### src/rtl/data_mem_pkg.sv
// Shared operation, size and dump-state codes for the MEM-stage data memory bank.
package data_mem_pkg;

  localparam logic [1:0] OP_IDLE = 2'b00;
  localparam logic [1:0] OP_ST   = 2'b01;
  localparam logic [1:0] OP_LD   = 2'b10;

  localparam logic [1:0] SZ_B = 2'b00;
  localparam logic [1:0] SZ_H = 2'b01;
  localparam logic [1:0] SZ_W = 2'b10;

  typedef enum logic [1:0] {IDLE, SEND, DONE} dump_state_e;

endpackage

### src/rtl/mem_lane_align.sv
// Byte-lane steering for sub-word stores and loads: byte enables, replicated
// store data, extended load data and alignment check.
module mem_lane_align
  import data_mem_pkg::*;
(
  input  logic [1:0]  size,
  input  logic [1:0]  addr_lo,
  input  logic        unsigned_ld,
  input  logic [31:0] wdata,
  input  logic [31:0] rword,
  output logic [3:0]  be,
  output logic [31:0] wdata_sh,
  output logic [31:0] rdata_ext,
  output logic        misaligned
);

  logic [7:0]  byte_v;
  logic [15:0] half_v;

  assign byte_v = rword[{addr_lo, 3'b000} +: 8];
  assign half_v = rword[{addr_lo[1], 4'b0000} +: 16];

  // Store data is replicated across lanes; the byte enables pick the live lane.
  always_comb begin
    be         = 4'b1111;
    wdata_sh   = wdata;
    rdata_ext  = rword;
    misaligned = 1'b0;
    case (size)
      SZ_B: begin
        be        = 4'b0001 << addr_lo;
        wdata_sh  = {4{wdata[7:0]}};
        rdata_ext = unsigned_ld ? {24'd0, byte_v} : {{24{byte_v[7]}}, byte_v};
      end
      SZ_H: begin
        misaligned = addr_lo[0];
        be         = addr_lo[1] ? 4'b1100 : 4'b0011;
        wdata_sh   = {2{wdata[15:0]}};
        rdata_ext  = unsigned_ld ? {16'd0, half_v} : {{16{half_v[15]}}, half_v};
      end
      default: begin
        misaligned = (addr_lo != 2'b00);
      end
    endcase
  end

endmodule

### src/rtl/data_mem_bank.sv
// MIPS MEM-stage data memory: sub-word loads/stores with range/alignment checks,
// random-access debug read and a valid/ready full-memory dump engine.
module data_mem_bank
  import data_mem_pkg::*;
#(
  parameter int DATA_W = 32,
  parameter int DEPTH  = 32
) (
  input  logic                     clk,
  input  logic                     rst,
  input  logic [1:0]               read_write,
  input  logic [1:0]               size,
  input  logic                     unsigned_ld,
  input  logic [31:0]              inAddress,
  input  logic [DATA_W-1:0]        inWriteData,
  input  logic                     stop_debug,
  input  logic                     Debug_on,
  input  logic [$clog2(DEPTH)-1:0] Debug_read_mem,
  input  logic                     dump_start,
  input  logic                     dump_ready,
  output logic [DATA_W-1:0]        outData,
  output logic [DATA_W-1:0]        outMemDebug,
  output logic [1:0]               mem_err,
  output logic                     dump_valid,
  output logic [$clog2(DEPTH)-1:0] dump_addr,
  output logic [DATA_W-1:0]        dump_data,
  output logic                     dump_done
);

  localparam int AW = $clog2(DEPTH);
  localparam logic [AW-1:0] LAST_K = AW'(DEPTH - 1);

  logic [DATA_W-1:0] mem_q [DEPTH];
  logic [DATA_W-1:0] out_data_q, dbg_q, ddata_q, ddata_d;
  logic [1:0]        mem_err_q;
  logic [AW-1:0]     k_q, k_d, idx;
  dump_state_e       state_q, state_d;

  logic              acc, oor, mis, err;
  logic [3:0]        be;
  logic [31:0]       wsh, rext;

  assign acc = !Debug_on && !stop_debug && (read_write == OP_ST || read_write == OP_LD);
  assign idx = inAddress[AW+1:2];
  assign oor = (inAddress >> (AW + 2)) != 32'd0;
  assign err = mis || oor;

  mem_lane_align u_align (
    .size        (size),
    .addr_lo     (inAddress[1:0]),
    .unsigned_ld (unsigned_ld),
    .wdata       (inWriteData),
    .rword       (mem_q[idx]),
    .be          (be),
    .wdata_sh    (wsh),
    .rdata_ext   (rext),
    .misaligned  (mis)
  );

  // Access stage: memory write, load result, error flags, debug read.
  always_ff @(posedge clk) begin
    if (rst) begin
      for (int i = 0; i < DEPTH; i++) mem_q[i] <= '0;
      out_data_q <= '0;
      dbg_q      <= '0;
      mem_err_q  <= '0;
    end else begin
      if (acc && read_write == OP_ST && !err) begin
        for (int b = 0; b < 4; b++)
          if (be[b]) mem_q[idx][8*b +: 8] <= wsh[8*b +: 8];
      end
      if (acc) begin
        mem_err_q <= {oor, mis};
        if (err)                     out_data_q <= '0;
        else if (read_write == OP_LD) out_data_q <= rext;
      end else begin
        mem_err_q <= '0;
      end
      if (Debug_on && state_q == IDLE) dbg_q <= mem_q[Debug_read_mem];
    end
  end

  // Dump stage: state, word index and presented word.
  always_ff @(posedge clk) begin
    if (rst) begin
      state_q <= IDLE;
      k_q     <= '0;
      ddata_q <= '0;
    end else begin
      state_q <= state_d;
      k_q     <= k_d;
      ddata_q <= ddata_d;
    end
  end

  always_comb begin
    state_d = state_q;
    k_d     = k_q;
    ddata_d = ddata_q;
    case (state_q)
      IDLE: begin
        if (dump_start && Debug_on) begin
          state_d = SEND;
          k_d     = '0;
          ddata_d = mem_q[0];
        end
      end
      SEND: begin
        if (!Debug_on) begin
          state_d = IDLE;
        end else if (dump_ready) begin
          if (k_q == LAST_K) begin
            state_d = DONE;
          end else begin
            k_d     = k_q + 1'b1;
            ddata_d = mem_q[k_d];
          end
        end
      end
      DONE:    state_d = IDLE;
      default: state_d = IDLE;
    endcase
  end

  assign outData     = out_data_q;
  assign outMemDebug = dbg_q;
  assign mem_err     = mem_err_q;
  assign dump_valid  = (state_q == SEND);
  assign dump_done   = (state_q == DONE);
  assign dump_addr   = k_q;
  assign dump_data   = ddata_q;

endmodule

### config.mk
export PLATFORM = sky130hd
export DESIGN_NAME = data_mem_bank
export DESIGN_NICKNAME = d
export VERILOG_FILES = /design/src/rtl/data_mem_pkg.sv /design/src/rtl/mem_lane_align.sv /design/src/rtl/data_mem_bank.sv
export SDC_FILE = /design/constraint.sdc
export NUM_CORES = 2
export LEC_CHECK = 0
export CORE_MARGIN = 1
export CORE_UTILIZATION = 25
export CTS_CLUSTER_DIAMETER = 40
export DETAILED_ROUTE_END_ITERATION = 12
export GPL_TIMING_DRIVEN = 0
export PLACE_DENSITY = 0.4
export SYNTH_ARGS = -nofsm -noshare
export SYNTH_HDL_FRONTEND = slang
export SYNTH_SLANG_ARGS = --single-unit
### constraint.sdc
create_clock -name clk -period 4.26 [get_ports clk]
set_input_delay 0.852 -clock clk [delete_from_list [all_inputs] [get_ports clk]]
set_output_delay 0.852 -clock clk [all_outputs]
set_load 0.01 [all_outputs]
==> reports/metrics.cfg <==
[logic_synthesis]
netlist_instances=5116
ys_warn_count=0
synth_top_area_share=0.471
syn_avg_cell_area_um2=12.7
synth_ff_type=edfxtp_1
netlist_area_um2=65200
yosys.area.top_type=edfxtp_1
yosys-top-cells-area=edfxtp_1, mux4_2, mux2i_1, nor2_1, dfxtp_1
ys_seq_elements=1129
synthArstFlopShare=0
synth_edf_count=1024
synth_cell_types=59
seq_area_frac_synth=0.504
synth.net_count=5200

[worst_setup_path]
critPathKind=primary input to flip-flop
worstReg2RegEnd=dump_data[1]$_SDFFE_PP0P_
reg2reg_slack_ns=-0.09
cp_max_fo=10
endpoint_kind=flip-flop
critPathRequiredTime_ns=5.01
timing.rr.start=dump_addr[0]$_SDFFE_PP0P_
setup.worst_path.end=mem_q[6][15]$_SDFFCE_PN0P_
critPathLaunchType=primary input
cp.arrival_ns=5.24
crit_path_start=inAddress[3]
rr_worst_depth=8

[placed_design]
gp_congestion=1.04
placed_area_um2=73400
portBuffers=175
placedCellCount=8818
place_hpwl_um=356000
place_ws_ns=-2.06

[clock_network]
cts_root_buffer=clkbuf_16
clock_path_buffers=4
cts.sinks=1129
path_clk_slew_ns=0.05
cts_tree=yes
numCtsBuffers=274
insertion_delay_ns=0.98
htreeDepth=5

[power]
p_int_mw=28.4
power_mw=39.5
combPwrFrac=0.128
p_per_area_nw_per_um2=474
irDropWorstVdd_mv=0.378
p_leak_nw=27.6
switchingPower_mw=11.1
p_sw_frac=0.281
seqPwrFrac=0.333
clockPowerShare=0.539

[final_layout]
nets=5785
drive_above_1_share=0.276
final_cell_mix=nor2_1, edfxtp_1, mux4_2, mux2i_1, nand2_1
fin_cells=9337
nFillCells=25900
design_area_um2=83200
layout_commonest_cell=nor2_1
area_growth_pct=27.6

[grt]
track_usage=0.364
grt_overflow_total=0
antenna_found_initial=53
grt_pass1_wl_um=610000
grt_max_degree=20
grt_pass1_vias=55500

[floorplan]
ios=185
die_y_um=513
coreArea_um2=259000
row_count=187
die_width_um=513
initial_core_util=0.251
fp.dieArea_um2=263000

[timing]
worstMarginPinSlew_ns=1.68
fmax_mhz=223
max_slew_margin=-0.120
hold_slack_ns=0.497
hold_viol=0
finalClockSkew_ns=0.0676
setup_viol=324
drv_slew=193
fin_crit_ns=4.49
timing.final.ws_setup_ns=-0.232
rsz0062_at_grt=false
fin_crit_sh=1.05

[drt]
wl_um=491000
vias=60000
drt_pass1_iterations=9
met1_length_um=177000
vias_per_cell=6.42
wl_met3_um=66000
wl_met2_um=201000
drt_iter0_markers=11300
wl_per_cell_um=52.6
highest_layer=met5
antenna_left=0
drc=0

[run_status]
violations=max-capacitance violations, max-slew violations, negative setup slack
status=finished, violations left

[hold_path]
min_from=outData[8]$_SDFFE_PP0P_
hold_path_class=flip-flop to flip-flop

[run]
maxCapViolations=24

==> cells by family after synthesis <==
logic type,synth area share
simple gates,0.106
mux,0.296
flops,0.504
buf+inv,0.0357
compound gates,0.0574
xor+xnor,0.000537
fa+ha+maj,0.000767
==> power groups by stage <==
stage                     sequential [mW]  combinational [mW]  clock [mW]
final                                13.1                5.05        21.3
after global routing                 13.2                4.90        21.7
after CTS                            13.1                4.77        21.1
after detailed placement             13.3                4.71           0
after global placement               13.3                4.56           0
after floorplan                      13.1                2.14           0
==> flip-flops by register name, indices dropped and copies added (netlist names) <==
| signal | cells |
|---|---|
| outData | 32 |
| state_q | 2 |
| outMemDebug | 32 |
| dump_data | 32 |
| mem_q | 1024 |
| mem_err | 2 |
| dump_addr | 5 |
==> cell type report <==
class	count	area [µm²]	share of cell area
flip-flops and latches	1129	32900	0.395
multi-input cells	3410	30600	0.368
clock buffers	324	7310	0.0879
well taps	3402	4260	0.0512
repair buffers	317	3730	0.0449
plain buffers	560	2580	0.0310
clock inverters	151	1700	0.0205
diodes	35	87.6	0.00105
inverters	9	33.8	0.000406
==> through the flow <==
step	utilization	TNS [ns]
2_1_floorplan	-	0
3_3_place_gp	0.275	-4083.76
3_5_place_dp	0.283	-2706.38
4_1_cts	0.320	-0.00572
5_1_grt	0.320	0
6_report	0.321	-23.64
==> layer usage <==
metal | track usage | vias to the layer above
li1 | - | 21200
met4 | 0.299 | 16
met3 | 0.151 | 1677
met5 | 0 | -
met1 | 0.433 | 31200
met2 | 0.512 | 5859
==> worst max-delay path, stage by stage <==
cell and delay [ns]:
buf_2 0.24, buf_2 0.37, buf_2 0.25, buf_4 0.56, buf_2 0.42, buf_1 0.54, nand3_1 0.79, clkbuf_2 0.86
nor2_1 0.32
==> synth_stat cells (all sizes together), types with 21 or more instances <==
library cell,count
buf,163
a32oi,32
o22ai,202
a211oi,33
a31oi,32
clkbuf,405
nand2,347
mux2i,487
nand3,121
dfxtp,105
nor4,57
o21ai,116
a22oi,35
a311oi,32
nor2,1112
a21oi,21
mux4,635
edfxtp,1024
==> repair_timing <==
action / in CTS / in global routing
buffers inserted: 16 / 0
endpoints found under the setup margin: 1760 / 533
hold buffers: 0 / 0
pin swaps: 9 / 1
gates resized for setup: 104 / 64
==> worst min-delay path by stage <==
stage / endpoint / slack [ns] / cells past startpoint
after floorplan: dump_addr[4]$_SDFFE_PP0P_ / 0.51 / 2
after global placement: outData[8]$_SDFFE_PP0P_ / 0.49 / 2
after detailed placement: outData[8]$_SDFFE_PP0P_ / 0.49 / 2
after CTS: outData[8]$_SDFFE_PP0P_ / 0.50 / 2
after global routing: dump_addr[4]$_SDFFE_PP0P_ / 0.52 / 2
final: outData[8]$_SDFFE_PP0P_ / 0.50 / 2
No activity file was read; power rests on OpenSTA's default activity.
